===== src/rtl/hilo_muldiv_seq_pkg.sv =====
// Shared state/op encodings and width constants for the HI/LO multiply/divide sequencer.
package hilo_muldiv_seq_pkg;

  localparam int WIDTH_DEFAULT = 32;

  function automatic int cntBits(input int w);
    return (w > 1) ? $clog2(w) : 1;
  endfunction

  localparam int CNT_W = cntBits(WIDTH_DEFAULT);

  typedef enum logic [2:0] {
    IDLE    = 3'd0,
    MULT    = 3'd1,
    DIV     = 3'd2,
    DIV_FIX = 3'd3,
    DONE    = 3'd4
  } state_e;

  typedef enum logic {
    OP_MULT = 1'b0,
    OP_DIV  = 1'b1
  } op_e;

endpackage


===== src/rtl/hilo_muldiv_seq_booth_step.sv =====
// One radix-2 Booth iteration: conditional add/subtract of M into A, then an
// arithmetic right shift of the whole {A,Q,q-1} accumulator.
module hilo_muldiv_seq_booth_step #(
  parameter int WIDTH = 32
) (
  input  logic [WIDTH:0]   accA_i,
  input  logic [WIDTH-1:0] accQ_i,
  input  logic             qm1_i,
  input  logic [WIDTH-1:0] m_i,
  output logic [WIDTH:0]   accA_o,
  output logic [WIDTH-1:0] accQ_o,
  output logic             qm1_o
);

  logic [WIDTH:0] mExt;
  logic [WIDTH:0] sum;

  // A carries one guard bit so that subtracting M = -2^(W-1) cannot overflow.
  always_comb begin
    mExt = {m_i[WIDTH-1], m_i};
    sum  = accA_i;
    case ({accQ_i[0], qm1_i})
      2'b01:   sum = accA_i + mExt;
      2'b10:   sum = accA_i - mExt;
      default: sum = accA_i;
    endcase
    accA_o = {sum[WIDTH], sum[WIDTH:1]};
    accQ_o = {sum[0], accQ_i[WIDTH-1:1]};
    qm1_o  = accQ_i[0];
  end

endmodule


===== src/rtl/hilo_muldiv_seq.sv =====
// Multi-cycle signed multiply (Booth) / divide (restoring) sequencer for HI/LO.
// Done, busy and div_zero are registered off the FSM state, so they trail DONE by one edge.
module hilo_muldiv_seq
  import hilo_muldiv_seq_pkg::*;
#(
  parameter int WIDTH = WIDTH_DEFAULT
) (
  input  logic             clk_i,
  input  logic             rst_ni,
  input  logic             mult_start_i,
  input  logic             div_start_i,
  input  logic [WIDTH-1:0] op_a_i,
  input  logic [WIDTH-1:0] op_b_i,
  output logic             busy_o,
  output logic             mult_done_o,
  output logic             div_done_o,
  output logic             div_zero_o,
  output logic [WIDTH-1:0] hi_o,
  output logic [WIDTH-1:0] lo_o
);

  localparam int CntW = cntBits(WIDTH);
  localparam logic [CntW-1:0] CntLast = CntW'(WIDTH - 1);

  state_e           state_q, state_d;
  op_e              op_q, op_d;
  logic [CntW-1:0]  cnt_q, cnt_d;
  logic [WIDTH:0]   accA_q, accA_d;
  logic [WIDTH-1:0] accQ_q, accQ_d;
  logic             qm1_q, qm1_d;
  logic [WIDTH-1:0] opM_q, opM_d;
  logic             negQuo_q, negQuo_d;
  logic             negRem_q, negRem_d;
  logic             zeroDiv_q, zeroDiv_d;
  logic             busy_q, busy_d;
  logic             multDone_q, multDone_d;
  logic             divDone_q, divDone_d;
  logic             divZero_q, divZero_d;
  logic [WIDTH-1:0] hi_q, hi_d;
  logic [WIDTH-1:0] lo_q, lo_d;

  logic [WIDTH:0]   boothA;
  logic [WIDTH-1:0] boothQ;
  logic             boothQm1;
  logic [WIDTH-1:0] absA;
  logic [WIDTH-1:0] absB;
  logic [WIDTH:0]   divShift;
  logic [WIDTH+1:0] divDiff;
  logic [WIDTH:0]   divA;
  logic [WIDTH-1:0] divQ;

  hilo_muldiv_seq_booth_step #(
    .WIDTH(WIDTH)
  ) uBoothStep (
    .accA_i (accA_q),
    .accQ_i (accQ_q),
    .qm1_i  (qm1_q),
    .m_i    (opM_q),
    .accA_o (boothA),
    .accQ_o (boothQ),
    .qm1_o  (boothQm1)
  );

  // Division reuses the accumulator: accA holds the partial remainder, accQ
  // shifts the dividend magnitude out and the quotient bits in.
  always_comb begin
    absA     = op_a_i[WIDTH-1] ? -op_a_i : op_a_i;
    absB     = op_b_i[WIDTH-1] ? -op_b_i : op_b_i;
    divShift = {accA_q[WIDTH-1:0], accQ_q[WIDTH-1]};
    divDiff  = {1'b0, divShift} - {2'b00, opM_q};
    divA     = divDiff[WIDTH+1] ? {1'b0, divShift[WIDTH-1:0]} : divDiff[WIDTH:0];
    divQ     = {accQ_q[WIDTH-2:0], ~divDiff[WIDTH+1]};
  end

  always_comb begin
    state_d   = state_q;
    op_d      = op_q;
    cnt_d     = cnt_q;
    accA_d    = accA_q;
    accQ_d    = accQ_q;
    qm1_d     = qm1_q;
    opM_d     = opM_q;
    negQuo_d  = negQuo_q;
    negRem_d  = negRem_q;
    zeroDiv_d = zeroDiv_q;
    divZero_d = divZero_q;
    hi_d      = hi_q;
    lo_d      = lo_q;

    case (state_q)
      IDLE: begin
        if (mult_start_i) begin
          state_d   = MULT;
          op_d      = OP_MULT;
          cnt_d     = CntLast;
          accA_d    = '0;
          accQ_d    = op_a_i;
          qm1_d     = 1'b0;
          opM_d     = op_b_i;
          zeroDiv_d = 1'b0;
          divZero_d = 1'b0;
        end else if (div_start_i) begin
          op_d      = OP_DIV;
          cnt_d     = CntLast;
          accA_d    = '0;
          accQ_d    = absA;
          qm1_d     = 1'b0;
          opM_d     = absB;
          negQuo_d  = op_a_i[WIDTH-1] ^ op_b_i[WIDTH-1];
          negRem_d  = op_a_i[WIDTH-1];
          divZero_d = 1'b0;
          // A zero divisor skips the iterations and reports a cleared result.
          if (op_b_i == '0) begin
            state_d   = DONE;
            zeroDiv_d = 1'b1;
            hi_d      = '0;
            lo_d      = '0;
          end else begin
            state_d   = DIV;
            zeroDiv_d = 1'b0;
          end
        end
      end
      MULT: begin
        accA_d = boothA;
        accQ_d = boothQ;
        qm1_d  = boothQm1;
        cnt_d  = cnt_q - CntW'(1);
        if (cnt_q == '0) begin
          state_d = DONE;
          hi_d    = boothA[WIDTH-1:0];
          lo_d    = boothQ;
        end
      end
      DIV: begin
        accA_d = divA;
        accQ_d = divQ;
        cnt_d  = cnt_q - CntW'(1);
        if (cnt_q == '0) begin
          state_d = DIV_FIX;
        end
      end
      DIV_FIX: begin
        state_d = DONE;
        lo_d    = negQuo_q ? -accQ_q : accQ_q;
        hi_d    = negRem_q ? -accA_q[WIDTH-1:0] : accA_q[WIDTH-1:0];
      end
      DONE: begin
        state_d = IDLE;
      end
      default: begin
        state_d = IDLE;
      end
    endcase

    multDone_d = (state_q == DONE) && (op_q == OP_MULT);
    divDone_d  = (state_q == DONE) && (op_q == OP_DIV);
    if (divDone_d) begin
      divZero_d = zeroDiv_q;
    end
    busy_d = (state_d != IDLE) || (state_q == DONE);
  end

  always_ff @(posedge clk_i or negedge rst_ni) begin
    if (!rst_ni) begin
      state_q    <= IDLE;
      op_q       <= OP_MULT;
      cnt_q      <= '0;
      accA_q     <= '0;
      accQ_q     <= '0;
      qm1_q      <= 1'b0;
      opM_q      <= '0;
      negQuo_q   <= 1'b0;
      negRem_q   <= 1'b0;
      zeroDiv_q  <= 1'b0;
      busy_q     <= 1'b0;
      multDone_q <= 1'b0;
      divDone_q  <= 1'b0;
      divZero_q  <= 1'b0;
      hi_q       <= '0;
      lo_q       <= '0;
    end else begin
      state_q    <= state_d;
      op_q       <= op_d;
      cnt_q      <= cnt_d;
      accA_q     <= accA_d;
      accQ_q     <= accQ_d;
      qm1_q      <= qm1_d;
      opM_q      <= opM_d;
      negQuo_q   <= negQuo_d;
      negRem_q   <= negRem_d;
      zeroDiv_q  <= zeroDiv_d;
      busy_q     <= busy_d;
      multDone_q <= multDone_d;
      divDone_q  <= divDone_d;
      divZero_q  <= divZero_d;
      hi_q       <= hi_d;
      lo_q       <= lo_d;
    end
  end

  assign busy_o      = busy_q;
  assign mult_done_o = multDone_q;
  assign div_done_o  = divDone_q;
  assign div_zero_o  = divZero_q;
  assign hi_o        = hi_q;
  assign lo_o        = lo_q;

endmodule


===== config.mk =====
export PLATFORM = sky130hd
export DESIGN_NAME = hilo_muldiv_seq
export DESIGN_NICKNAME = d
export VERILOG_FILES = /design/src/rtl/hilo_muldiv_seq_pkg.sv /design/src/rtl/hilo_muldiv_seq_booth_step.sv /design/src/rtl/hilo_muldiv_seq.sv
export SDC_FILE = /design/constraint.sdc
export NUM_CORES = 1
export LEC_CHECK = 0
export BUFFER_PORTS_ARGS = -buffer_cell sky130_fd_sc_hd__buf_2
export CAP_MARGIN = 20
export CORE_MARGIN = 1.5
export CORE_UTILIZATION = 60
export CTS_CLUSTER_SIZE = 25
export DETAILED_ROUTE_END_ITERATION = 6
export PLACE_DENSITY = 0.86
export SLEW_MARGIN = 20
export SYNTH_ARGS = -nofsm -noshare
export SYNTH_HDL_FRONTEND = slang
export SYNTH_SLANG_ARGS = --single-unit

===== constraint.sdc =====
create_clock -name clk_i -period 7.47 [get_ports clk_i]
set_clock_uncertainty 0.05 [all_clocks]
set_input_delay 0.3735 -clock clk_i [delete_from_list [all_inputs] [get_ports clk_i]]
set_output_delay 0.3735 -clock clk_i [all_outputs]
set_load 0.1 [all_outputs]

==> impl_metrics.py, run 1 <==
metrics = {
    "outcome": {
        "status": "complete, no violations",
    },
    "layout": {
        "fin_nets": 2146,
        "utilization_pct": 66.2,
        "post-route-cell-area_sq_mm": 0.0166,
        "syn_to_final_growth_pct": 8.86,
        "antenna_cells": 0,
        "final_layout_size_suffix_gt1_share_pct": 10.8,
    },
    "yosys": {
        "yosysMostFrequentCell": "nor2_1",
        "synth_flop_cell": "dfrtp_1",
        "synthTopCellsByArea": "dfrtp_1 (29%), xnor2_1 (7.4%), a21oi_1 (6.6%)",
        "yosysTopAreaCell": "dfrtp_1",
        "postSynthCellCount": 1964,
        "synthArstFlopShare_pct": 100,
        "synth.avg_cell_area_sq_um": 7.75,
        "synth.distinct_cells": 79,
        "yosys_warnings": 0,
        "synthTopCellsByCount": "nor2_1 (227), a21oi_1 (200), nand2_1 (182), dfrtp_1 (178), o21ai_0 (159)",
        "syn_area_sq_mm": 0.0152,
        "syn_nets": 2105,
        "synth_edf_count": 0,
        "yosysSeqAreaShare_pct": 29.2,
        "ys_ff_latch": 178,
        "yosysTopAreaCellShare_pct": 29.2,
    },
    "timing": {
        "fin_tns_setup_ns": 0,
        "timing.final.crit_period_ns": 5.18,
        "hold_slack_ns": 0.166,
        "clock.fmax_mhz": 193,
        "slew_headroom_pct": 26.2,
        "fin_crit_sh_pct": 69.4,
        "rsz0062_at_grt": "false",
        "setup_violations": 0,
        "drv_slew": 0,
        "tightest_slew_ns": 1.10,
        "timing_hold_violations_final": 0,
    },
    "die": {
        "io-pin-count": 136,
        "die_y_um": 162,
        "die_w_um": 162,
        "die-area_sq_mm": 0.0263,
        "core_region_area_sq_mm": 0.0250,
        "rows": 58,
        "start_util_pct": 60.8,
    },
    "global_route": {
        "grt_pass1_wl_um": 75000,
        "track_usage_pct": 36.0,
        "antenna_found_initial": 0,
        "overflow": 0,
        "grt_pass1_vias": 13800,
        "grt_max_degree": 113,
    },
    "place": {
        "gp_congestion": 0.995,
        "io_buffers": 135,
        "hpwlAfterDp_um": 34700,
        "dpl_cell_area_sq_mm": 0.0159,
    },
    "clock_network": {
        "numCtsBuffers": 17,
        "cts.reportedPaths.clkPinSlew_ns": 0.08,
        "root_buffer": "clkbuf_16",
        "cts_tree": "done",
        "ctsHtreeMaxLevel": 4,
        "insertion_delay_ns": 0.46,
        "cts_setup_buffers": 0,
        "cts_sinks": 178,
        "clockBufferDepth": 2,
    },
    "drt": {
        "drc": 0,
        "drt_iter0_markers": 1895,
        "drtPass1Iterations": 6,
        "wl_per_cell_um": 20.2,
        "final_antenna_net_count": 0,
        "finalWirelength_um": 47400,
        "num_vias": 15500,
        "vias_per_cell": 6.59,
    },
    "setup_path": {
        "worst-setup-path-type": "reg2reg",
        "critical-path-max-stage-delay_ns": 0.63,
        "cp_cell_sequence": "nor3_1 -> nand3_1 -> nor3b_1 -> nand2_1 -> nor3_1 -> a31oi_1 -> xnor2_1 -> ha_1 -> a21oi_1 -> o21ai_0 -> or3_1 -> a2111oi_0 -> o21ai_0 -> xnor2_1 -> o21ai_0 -> a22oi_1 -> a21oi_1",
        "cp_common_cell": "o21ai_0",
        "crit_slowest_cell": "a2111oi_0",
        "arrival_ns": 5.50,
        "critPathMaxFanout": 5,
        "worst_setup_path_start_kind": "flop",
        "end_kind": "flop",
        "worst_ep_required_time_ns": 7.79,
    },
    "worst_hold_path": {
        "hold_class": "in2reg",
    },
    "run": {
        "max_cap_viol_count": 0,
    },
}
==> per-layer routing <==
metal  vias up  GRT usage, %  routed length (um)
li1       7176             -                   -
met1      7382          52.7               20500
met2       812          54.7               21000
met3        92          6.08                4820
met4         0          9.76                1100
met5         -             0                   0
==> stage by stage <==
| step | cells | setup slack, ns |
|---|---|---|
| 6_report | 2348 | 2.29 |
| 5_1_grt | 2348 | 1.88 |
| 4_1_cts | 2346 | 2.47 |
| 3_5_place_dp | 2314 | 2.53 |
| 3_3_place_gp | 2314 | 2.68 |
| 2_1_floorplan | 1964 | 3.35 |
==> repair_timing <==
item | CTS | global route
resized for setup | 0 | 0
endpoints found under the hold margin | 0 | 49
hold buffers | 0 | 1
==> placed cells by master (no fill, tap or decap), drive strengths merged, types with 23 or more instances in the layout <==
cell type,netlist,final
nor2,227,227
a21oi,201,201
nand2,182,182
dfrtp,178,178
o21ai,160,160
buf,25,148
xnor2,129,129
inv,67,74
ha,71,71
xor2,58,58
a22oi,52,52
a31oi,50,50
nor3,39,39
a21o,30,30
and3,28,28
o211ai,27,27
nor4,26,26
nand3,23,23
==> worst max-delay path, delay by kind of cell, from the launching register on <==
family | cells | cell delay, ns
compound gates | 8 | 2.11
xor+xnor | 2 | 0.35
fa+ha+maj | 1 | 0.22
flops | 1 | 0.44
simple gates | 6 | 1.94
==> layout make-up <==
class	count	area, sq um
repair buffers	149	810
clock inverters	15	216
inverters	68	255
clock buffers	17	425
well taps	330	413
fillers	2157	8460
flip-flops and latches	178	4450
multi-input cells	1591	10000
==> sequential cells by signal (all words and copies together), names as in the netlist, 3 cells and up <==
signal	cells
hi_o	32
accA_q	33
cnt_q	5
lo_o	32
opM_q	32
accQ_q	32
state_q	3
==> cell families after synthesis <==
| kind of cell | synth area share, % |
|---|---|
| simple gates | 20.0 |
| flops | 29.2 |
| fa+ha+maj | 6.10 |
| mux | 1.50 |
| buf+inv | 5.22 |
| xor+xnor | 10.8 |
| compound gates | 27.2 |
==> path summary, 6_finish.rpt <==
check	from	end	slack, ns	cells after the start
setup / recovery	opM_q[4]$_DFFE_PN0P_	hi_o[20]$_DFFE_PN0P_	2.29	17
hold reg to reg	op_q$_DFFE_PN0P_	mult_done_o$_DFF_PN0_	0.41	1
setup reg to reg	opM_q[4]$_DFFE_PN0P_	hi_o[20]$_DFFE_PN0P_	2.29	17
hold / removal	op_b_i[19]	opM_q[19]$_DFFE_PN0P_	0.17	3
max in group asynchronous	rst_ni	opM_q[1]$_DFFE_PN0P_	5.36	4
min in group asynchronous	rst_ni	lo_o[8]$_DFFE_PN0P_	0.38	2
Power of run 1 is not shown: default switching activity piles up to over one toggle a cycle in this logic, so the estimate is an artifact.
==> run 2: changes to the inputs <==
--- a/config.mk
+++ b/config.mk
@@ -5,13 +5,14 @@
 export SDC_FILE = /design/constraint.sdc
 export NUM_CORES = 1
 export LEC_CHECK = 0
+export ABC_AREA = 1
 export BUFFER_PORTS_ARGS = -buffer_cell sky130_fd_sc_hd__buf_2
 export CAP_MARGIN = 20
 export CORE_MARGIN = 1.5
-export CORE_UTILIZATION = 60
+export CORE_UTILIZATION = 56
 export CTS_CLUSTER_SIZE = 25
 export DETAILED_ROUTE_END_ITERATION = 6
-export PLACE_DENSITY = 0.86
+export PLACE_DENSITY = 0.84
 export SLEW_MARGIN = 20
 export SYNTH_ARGS = -nofsm -noshare
 export SYNTH_HDL_FRONTEND = slang
==> constraint.sdc (replaced) <==
create_clock -name clk_i -period 4.64 [get_ports clk_i]
set_clock_uncertainty 0.05 [all_clocks]
set_input_delay 0.232 -clock clk_i [delete_from_list [all_inputs] [get_ports clk_i]]
set_output_delay 0.232 -clock clk_i [all_outputs]
set_load 0.1 [all_outputs]
==> run 2 against run 1 <==
Net effect:
- the run now ends with design-rule violations left
- clock-buffer cell count unchanged
- wire length up 42%
- cell count up 36%
- first-iteration DRC count up 29%
- non-clock buffer count up 16
- maximum frequency up 29%
- global-route usage up 7.3 points
- design area up 12%
- critical endpoint is now accA_q[19]$_DFFE_PN0P_
==> impl_metrics.py, run 2 <==
metrics = {
    "yosys": {
        "synthTopCellsByCount": "nand2_1 (685), inv_1 (313), nand3_1 (269), nor2_1 (269), o21ai_0 (203)",
        "syn_nets": 2825,
        "synth.distinct_cells": 60,
        "synth_top_family_by_area": "simple AND/OR/NAND/NOR gates",
        "synth.avg_cell_area_sq_um": 6.30,
        "synth_flop_cell": "dfrtp_1",
        "synth_compound_area_share_pct": 19.0,
        "synth_xor_area_share_pct": 3.88,
        "yosysTopAreaCell": "dfrtp_1",
        "yosysTopAreaCellShare_pct": 26.3,
        "yosysSeqAreaShare_pct": 26.3,
        "yosys_warnings": 0,
        "synth_edf_count": 0,
        "synthSimpleGateAreaFrac_pct": 35.6,
        "yosysMostFrequentCell": "nand2_1",
        "postSynthCellCount": 2684,
        "synthTopCellsByArea": "dfrtp_1 (26%), nand2_1 (15%), nand3_1 (8.0%)",
        "synthMuxAreaShare_pct": 0,
        "ys_ff_latch": 178,
        "syn_area_sq_mm": 0.0169,
        "synthAdderAreaFrac_pct": 5.49,
        "synthArstFlopShare_pct": 100,
    },
    "setup_path": {
        "critPathMaxFanout": 4,
        "worst_ep_required_time_ns": 4.93,
        "critical-path-max-stage-delay_ns": 0.42,
        "end_kind": "flop",
        "worst-setup-path-type": "reg2reg",
        "cp_common_cell": "nand2_1",
        "r2r_start": "opM_q[1]$_DFFE_PN0P_",
        "arrival_ns": 4.31,
        "crit_slowest_cell": "dfrtp_1",
        "worst_setup_path_start_kind": "flop",
        "cp_cell_sequence": "inv_1 -> nand3_1 -> nor3_2 -> nand4_1 -> nor2_1 -> nand2_1 -> o31ai_1 -> xor2_1 -> inv_1 -> ha_1 -> nand2_1 -> inv_1 -> nand2_1 -> nand2_1 -> a21oi_1 -> o21ai_0 -> nand2_1 -> nand2_1 -> o21ai_0 -> nand3_1",
        "startpoint": "opM_q[1]$_DFFE_PN0P_",
    },
    "layout": {
        "antenna_cells": 0,
        "layout_common_cells": "nand2_1 (685), inv_1 (313), nand3_1 (269), nor2_1 (269), o21ai_0 (203)",
        "utilization_pct": 62.3,
        "multiInputGateArea_sq_mm": 0.0108,
        "syn_to_final_growth_pct": 9.47,
        "top_register": "accA_q",
        "layout.cells.non_filler": 3182,
        "final_layout_size_suffix_gt1_share_pct": 9.56,
        "post-route-cell-area_sq_mm": 0.0185,
        "largest_register_ffs": 33,
        "regArea_sq_mm": 0.00445,
        "final_common_cell": "nand2_1",
        "fin_nets": 2920,
        "fillers": 2866,
    },
    "outcome": {
        "violations": "design-rule violations",
        "status": "complete, but fails checks",
    },
    "timing": {
        "timing.final.crit_period_ns": 4.02,
        "slew_headroom_pct": 20.7,
        "fin_crit_sh_pct": 86.6,
        "rsz0062_at_grt": "false",
        "setup_violations": 0,
        "drv_slew": 0,
        "clock.fmax_mhz": 249,
        "timing_hold_violations_final": 0,
        "fin_tns_setup_ns": 0,
        "tightest_slew_ns": 1.19,
    },
    "global_route": {
        "antenna_found_initial": 2,
        "grt_pass1_wl_um": 103000,
        "grt_pass1_vias": 18300,
        "overflow": 0,
        "track_usage_pct": 43.3,
        "grt_max_degree": 98,
    },
    "clock_network": {
        "ctsHtreeMaxLevel": 4,
        "cts_sinks": 178,
        "cts_tree": "done",
        "cts_setup_buffers": 0,
        "clockBufferDepth": 2,
        "insertion_delay_ns": 0.47,
        "numCtsBuffers": 17,
        "cts.reportedPaths.clkPinSlew_ns": 0.08,
        "root_buffer": "clkbuf_16",
    },
    "worst_hold_path": {
        "hold_class": "in2reg",
        "hp-start": "op_b_i[30]",
    },
    "place": {
        "io_buffers": 135,
        "dp.cells": 3148,
        "gp_congestion": 1.05,
        "dpl_cell_area_sq_mm": 0.0179,
        "hpwlAfterDp_um": 52000,
    },
    "die": {
        "start_util_pct": 56.9,
        "io-pin-count": 136,
        "die_y_um": 177,
        "die_w_um": 177,
        "rows": 63,
        "die-area_sq_mm": 0.0313,
        "core_region_area_sq_mm": 0.0297,
    },
    "run": {
        "max_cap_viol_count": 0,
    },
    "drt": {
        "drt_iter0_markers": 2443,
        "vias_per_cell": 6.18,
        "finalWirelength_um": 67200,
        "wl_per_cell_um": 21.1,
        "drtPass1Iterations": 7,
        "num_vias": 19700,
        "drc": 3,
        "final_antenna_net_count": 0,
    },
}
==> run 2: cell types whose count changed in the layout (fill, tap and decap cells not counted), moves of 16 or more <==
cell | previous run | this run
or3_1 | 18 | 0
a21o_1 | 30 | 5
nand3_1 | 23 | 269
a21oi_1 | 200 | 184
inv_1 | 67 | 313
xnor2_1 | 129 | 13
nand2b_1 | 20 | 1
a31oi_1 | 50 | 6
o21ai_0 | 159 | 203
and3_1 | 28 | 0
nand2_1 | 182 | 685
nor2_1 | 225 | 269
a22oi_1 | 52 | 18
nand4_1 | 10 | 53
==> run 2: timing repair <==
item,CTS,global route
endpoints found under the hold margin,82,0
hold buffers,2,0
gates resized for setup,0,0
==> run 2: final cells by class <==
class / instances / share of cell area [%]
clock buffers: 17 / 2.30
clock inverters: 15 / 0.750
inverters: 329 / 6.67
multi-input cells: 2088 / 58.5
flip-flops and latches: 178 / 24.1
well taps: 390 / 2.63
repair buffers: 165 / 5.13
==> run 2: final timing paths <==
check	endpoint	slack, ns	cells after the start
max in group asynchronous	accA_q[23]$_DFFE_PN0P_	3.17	3
worst max-delay path	accA_q[19]$_DFFE_PN0P_	0.62	20
worst max register to register	accA_q[19]$_DFFE_PN0P_	0.62	20
worst min-delay path	opM_q[30]$_DFFE_PN0P_	0.003	4
worst min register to register	mult_done_o$_DFF_PN0_	0.39	1
min in group asynchronous	lo_o[18]$_DFFE_PN0P_	0.34	2
==> run 2: logic make-up (layout without fill, tap and decap cells) <==
group           after synthesis  after routing
flops                       178            178
buf+inv                     418            526
xor+xnor                     75             75
simple gates               1395           1395
compound gates              545            545
fa+ha+maj                    73             73
==> run 2: metal layers <==
metal	vias to the layer above	part of all wire, %	track usage [%]	wire [um]
li1	9135	-	-	-
met1	9072	41	58.1	27600
met2	1243	43	66.0	29000
met3	206	11	10.9	7610
met4	4	4.3	18.3	2920
met5	-	0.040	0	27
==> run 2: stage by stage <==
stage | setup slack [ns] | hold slack (ns)
2_1_floorplan | 1.50 | -0.114
3_5_place_dp | 0.727 | 0.305
6_report | 0.624 | 0.00326
3_3_place_gp | 0.841 | 0.305
4_1_cts | 0.704 | 0.00441
5_1_grt | 0.211 | 0.0145
==> run 2: critical path, delay by kind of cell (launching register included) <==
kind	cells	cell delay (ns)
compound gates	4	1.16
xor+xnor	1	0.21
fa+ha+maj	1	0.33
buf+inv	3	0.26
flops	1	0.42
simple gates	11	1.47
Power of run 2 is left out for the same reason.
